### config.mk
export PLATFORM = sky130hd
export DESIGN_NAME = counter_cmd_sched
export DESIGN_NICKNAME = d
export VERILOG_FILES = /design/src/rtl/counter_cmd_sched.sv
export SDC_FILE = /design/constraint.sdc
export NUM_CORES = 1
export LEC_CHECK = 0
export CORE_MARGIN = 2
export CORE_UTILIZATION = 59
export DETAILED_ROUTE_END_ITERATION = 8
export PLACE_DENSITY = 0.86
export SLEW_MARGIN = 10
export SYNTH_ARGS = -nofsm -noshare
export SYNTH_HDL_FRONTEND = slang
export SYNTH_SLANG_ARGS = --single-unit
### constraint.sdc
create_clock -name clk -period 3.8 [get_ports clk]
set_input_delay 1.14 -clock clk [delete_from_list [all_inputs] [get_ports clk]]
set_output_delay 1.14 -clock clk [all_outputs]
set_load 0.02 [all_outputs]
### src/rtl/counter_cmd_sched.sv
// Command scheduler for the 0..9999 counter: merges button and UART commands into prioritised
// single-cycle strobes, and answers a UART status request with "dddd\r\n".
module counter_cmd_sched #(
  parameter bit CASE_INSENS = 1'b1,
  parameter bit SEND_CRLF   = 1'b1,
  parameter int BUSY_WAIT   = 16
) (
  input  logic        clk,
  input  logic        rst,
  input  logic        btn_run,
  input  logic        btn_clear,
  input  logic        btn_mode,
  input  logic [7:0]  rx_data,
  input  logic        rx_done,
  input  logic [13:0] counter,
  input  logic        tx_busy,
  output logic        cmd_run,
  output logic        cmd_clear,
  output logic        cmd_mode,
  output logic        tx_start,
  output logic [7:0]  tx_data,
  output logic        rpt_busy
);

  typedef enum logic [1:0] {IDLE, CONV, SEND, WAIT} state_t;

  localparam int         WW   = (BUSY_WAIT < 2) ? 1 : $clog2(BUSY_WAIT + 1);
  localparam logic [2:0] LAST = SEND_CRLF ? 3'd5 : 3'd3;

  // One double-dabble iteration on {bcd[15:0], bin[13:0]}: add-3 to digits >= 5, then shift.
  function automatic logic [29:0] dd_step(input logic [29:0] s);
    logic [29:0] t;
    t = s;
    for (int k = 0; k < 4; k++) begin
      if (t[14+4*k +: 4] >= 4'd5) t[14+4*k +: 4] = t[14+4*k +: 4] + 4'd3;
    end
    return {t[28:0], 1'b0};
  endfunction

  function automatic logic [7:0] char_of(input logic [2:0] idx, input logic [15:0] bcd);
    case (idx)
      3'd0:    char_of = {4'h3, bcd[15:12]};
      3'd1:    char_of = {4'h3, bcd[11:8]};
      3'd2:    char_of = {4'h3, bcd[7:4]};
      3'd3:    char_of = {4'h3, bcd[3:0]};
      3'd4:    char_of = 8'h0D;
      default: char_of = 8'h0A;
    endcase
  endfunction

  state_t        state_q, state_d;
  logic          pend_run_q, pend_run_d, pend_clear_q, pend_clear_d, pend_mode_q, pend_mode_d;
  logic [29:0]   sh_q, sh_d;
  logic [3:0]    cnt_q, cnt_d;
  logic [2:0]    idx_q, idx_d;
  logic [WW-1:0] wcnt_q, wcnt_d;
  logic          seen_q, seen_d;
  logic          txs_q, txs_d;
  logic [7:0]    txd_q, txd_d;
  logic          hit_r, hit_c, hit_m, hit_s;
  logic          iss_run, iss_clear, iss_mode;

  always_comb begin
    hit_r = rx_done && (rx_data == 8'h52 || (CASE_INSENS && rx_data == 8'h72));
    hit_c = rx_done && (rx_data == 8'h43 || (CASE_INSENS && rx_data == 8'h63));
    hit_m = rx_done && (rx_data == 8'h4D || (CASE_INSENS && rx_data == 8'h6D));
    hit_s = rx_done && (rx_data == 8'h53 || (CASE_INSENS && rx_data == 8'h73));
  end

  // Fixed priority clear > run > mode; a request landing in its own issue cycle re-arms the flag.
  always_comb begin
    iss_clear    = pend_clear_q;
    iss_run      = pend_run_q & ~pend_clear_q;
    iss_mode     = pend_mode_q & ~pend_clear_q & ~pend_run_q;
    pend_clear_d = (pend_clear_q & ~iss_clear) | btn_clear | hit_c;
    pend_run_d   = (pend_run_q & ~iss_run) | btn_run | hit_r;
    pend_mode_d  = (pend_mode_q & ~iss_mode) | btn_mode | hit_m;
  end

  always_comb begin
    state_d = state_q;
    sh_d    = sh_q;
    cnt_d   = cnt_q;
    idx_d   = idx_q;
    wcnt_d  = wcnt_q;
    seen_d  = seen_q;
    txs_d   = 1'b0;
    txd_d   = txd_q;
    case (state_q)
      IDLE: begin
        if (hit_s) begin
          sh_d    = {16'd0, (counter > 14'd9999) ? 14'd9999 : counter};
          cnt_d   = 4'd0;
          state_d = CONV;
        end
      end
      CONV: begin
        sh_d = dd_step(sh_q);
        if (cnt_q == 4'd13) begin
          idx_d   = 3'd0;
          state_d = SEND;
        end else begin
          cnt_d = cnt_q + 4'd1;
        end
      end
      SEND: begin
        if (!tx_busy) begin
          txs_d   = 1'b1;
          txd_d   = char_of(idx_q, sh_q[29:14]);
          wcnt_d  = '0;
          seen_d  = 1'b0;
          state_d = WAIT;
        end
      end
      WAIT: begin
        // First wait for the transmitter to take the byte (or give up), then for it to finish.
        if (!seen_q) begin
          if (tx_busy || wcnt_q == WW'(BUSY_WAIT)) seen_d = 1'b1;
          else wcnt_d = wcnt_q + 1'b1;
        end else if (!tx_busy) begin
          if (idx_q == LAST) begin
            state_d = IDLE;
          end else begin
            idx_d   = idx_q + 3'd1;
            state_d = SEND;
          end
        end
      end
      default: state_d = IDLE;
    endcase
  end

  always_ff @(posedge clk or negedge rst) begin
    if (!rst) begin
      state_q      <= IDLE;
      pend_run_q   <= 1'b0;
      pend_clear_q <= 1'b0;
      pend_mode_q  <= 1'b0;
      sh_q         <= '0;
      cnt_q        <= '0;
      idx_q        <= '0;
      wcnt_q       <= '0;
      seen_q       <= 1'b0;
      txs_q        <= 1'b0;
      txd_q        <= '0;
    end else begin
      state_q      <= state_d;
      pend_run_q   <= pend_run_d;
      pend_clear_q <= pend_clear_d;
      pend_mode_q  <= pend_mode_d;
      sh_q         <= sh_d;
      cnt_q        <= cnt_d;
      idx_q        <= idx_d;
      wcnt_q       <= wcnt_d;
      seen_q       <= seen_d;
      txs_q        <= txs_d;
      txd_q        <= txd_d;
    end
  end

  assign cmd_clear = iss_clear;
  assign cmd_run   = iss_run;
  assign cmd_mode  = iss_mode;
  assign tx_start  = txs_q;
  assign tx_data   = txd_q;
  assign rpt_busy  = (state_q != IDLE);

endmodule
==> flow_summary.toml <==
[run_status]
outcome = "finished clean"

[setup_path]
crit_arrival_ps = 3120
crit_family = "simple AND/OR/NAND/NOR gates"
worst-path-buf-inv = 2
cpMaxStageDelayCell = "clkdlybuf4s50_1"
cp_max_fo = 11
end_kind = "register"
cp.required_ps = 3970
cp_cell_sequence = "clkdlybuf4s50_1 -> or3b_1 -> o31a_1 -> nor2_2 -> buf_4 -> o32ai_1"
start_kind = "primary input"
max_stage_delay_ps = 460
path_class = "in2reg"

[synthesis]
yosysWarnings = 0
synth_top_cell_by_area = "dfrtp_1"
synthArstFlopShare = 1.000
synth_area_leaders = "dfrtp_1, ha_1, o21ai_0"
yosys.cell_types.count = 56
seq_area_frac_synth = 0.4467
synth-seq-cells = 54
netlist.area_leader.share = 0.4467
synth-edff-count = 0
syn-mean-instance-area_sq_um = 9.697
ys.flop_type = "dfrtp_1"
synthesis.area_sq_um = 3025
syn_inst = 312

[place]
globalplace.congestion = 0.8355
port_buffers = 38
hpwl_um = 4687

[power]
p_leak_nw = 1.553
power_mw = 2.640
p_per_area_nw_per_um2 = 744.2
vdd_drop_max_mv = 0.3476

[clocking]
clkSlewWorstSetupHoldPaths_ps = 100
root_buffer = "clkbuf_8"
cts_num_sinks = 54
cts_hold_buf = 0
post-cts-setup-buffer-count = 0
clock_latency_ps = 310
cts-buffers-inserted = 5
cts_resized = 0
h-tree-depth = 2
clock_path_buffers = 2
cts_tree = "done"

[finish]
n_antenna_cell = 0
layout-drive-gt1-share = 0.06322
final_nets = 393
area_delta_synth_final_pct = 17.25

[grt]
grt_util_all_layers = 0.2487
grtUsageMet2 = 0.4512
grt_antenna_before_repair = 0
grt_pass1_vias = 2424
use_met1 = 0.2980
grt_use_met3 = 0.04894
grt_max_degree = 36
grt_busiest_layer = "met2"
grt.overflow.total = 0
grt_pass1_wl_um = 10810

[sta]
min_period_ps = 2949
rsz0062_at_grt = "no"
tightest_slew_ps = 1105
max_freq_mhz = 339.1
timing.setup.tns_ps = 0
clock_skew_ps = 8.416
hold_viol = 0
maxSlewViolCount = 0
setup_viol = 0
slew_headroom = 0.2621
finalCritPeriodShare = 0.7760

[route]
drc = 0
drt-initial-drc-count = 202
drt-total-wl_um = 6427
vias = 2481
vias_per_cell = 5.935
drtAntennaViolNets = 0
wl_per_cell_um = 15.38
drtPass1Iterations = 4

[min_path]
hold_class = "reg2reg"

[floorplanning]
chipHeight_um = 75.61
die-area_sq_um = 5717
pin_count = 42
dieWidth_um = 75.61
fp.coreArea_sq_um = 5042
rows = 26
initial_core_util = 0.6000

[job]
max_cap_violations = 0
[worst paths after layout]
check                      startpoint  endpoint  slack (ps)  cells past startpoint
setup / recovery           rx_data[1]  sh_q[22]         850                      6
hold / removal                sh_q[3]   sh_q[3]         490                      1
setup reg to reg           state_q[1]  idx_q[0]        1370                      4
hold reg to reg               sh_q[3]   sh_q[3]         490                      1
max in group asynchronous         rst   sh_q[6]        2230                      2
min in group asynchronous         rst  sh_q[15]         900                      1
[power by group]
group | leakage (nW) | switching (mW) | internal (mW)
registers | 0.666 | 0.216 | 0.796
clock network | 0.0524 | 0.187 | 0.197
logic | 0.835 | 0.678 | 0.564
[per-stage QoR]
stage                     setup slack (ps)  area [sq um]    util  hold WS (ps)  instances
after global placement               585.5          3441  0.6824         473.5        410
after CTS                            878.9          3547  0.7035         495.3        418
final                                851.1          3547  0.7035         487.8        418
after detailed placement             544.6          3441  0.6824         473.2        410
after global routing                 752.4          3547  0.7035         513.8        418
after floorplan                       1145          3029       -         443.6        313
[cells in the mapped netlist, types with 3 or more instances]
cell	n
dfrtp_1	54
nand2_1	26
o21ai_0	22
inv_1	21
nor2_1	19
ha_1	17
a21oi_1	16
a31oi_1	8
clkbuf_1	8
a22o_1	7
mux2i_1	7
o2bb2ai_1	7
xnor2_1	7
nand2b_1	6
nand3_1	6
o22ai_1	6
a2bb2oi_1	4
buf_4	4
mux2_2	4
nor4_1	4
a211oi_1	3
a22oi_1	3
a41o_1	3
and3_1	3
nor2b_1	3
o31ai_1	3
o32ai_1	3
or2_2	3
[placed cells by master (no fill, tap or decap), types with 8 or more instances in the layout]
| master | netlist | layout |
|---|---|---|
| a31oi_1 | 8 | 8 |
| o21ai_0 | 22 | 22 |
| ha_1 | 17 | 17 |
| clkdlybuf4s50_1 | 0 | 37 |
| nand2_1 | 26 | 26 |
| inv_1 | 21 | 21 |
| dfrtp_1 | 54 | 54 |
| a21oi_1 | 16 | 16 |
| nor2_1 | 19 | 19 |
[cells by family after synthesis]
group | after synthesis | share of synthesized area
other | 1 | 0.001240
xor gates and xnor gates | 9 | 0.02606
AOI/OAI and AO/OA | 96 | 0.2138
muxes | 11 | 0.03805
DFF | 54 | 0.4467
adders and majority gates | 17 | 0.07030
buffers and inverters | 36 | 0.05294
and+or+nand+nor | 88 | 0.1510
[registers in the layout, indices dropped and copies added (netlist names)]
register,flops
pend_run_q,1
cmd_clear,1
cnt_q,4
state_q,2
tx_data,5
pend_mode_q,1
idx_q,3
wcnt_q,5
sh_q,30
seen_q,1
tx_start,1
[layout make-up]
| cell class | instances | area (sq um) |
|---|---|---|
| well taps | 70 | 87.58 |
| inverters | 21 | 78.83 |
| clock inverters | 1 | 30.03 |
| repair buffers | 42 | 405.4 |
| clock buffers | 7 | 76.32 |
| flip-flops and latches | 54 | 1351 |
| multi-input cells | 223 | 1518 |
| fillers | 382 | 1495 |
[routing by layer]
layer / vias to the layer above / part of all wire / wire (um)
met5: - / 0 / 0
met4: 0 / 0.013 / 85
met3: 10 / 0.032 / 204
met2: 49 / 0.52 / 3368
met1: 1223 / 0.43 / 2769
li1: 1199 / - / -
[worst reg2reg max path, cell delays in order, from the launching register on]
cell and delay [ps]:
dfrtp_1 540, nor2b_1 910, nand2_1 260, nand3_1 250, mux2_2 350
Power figures use the tool's default switching activity.
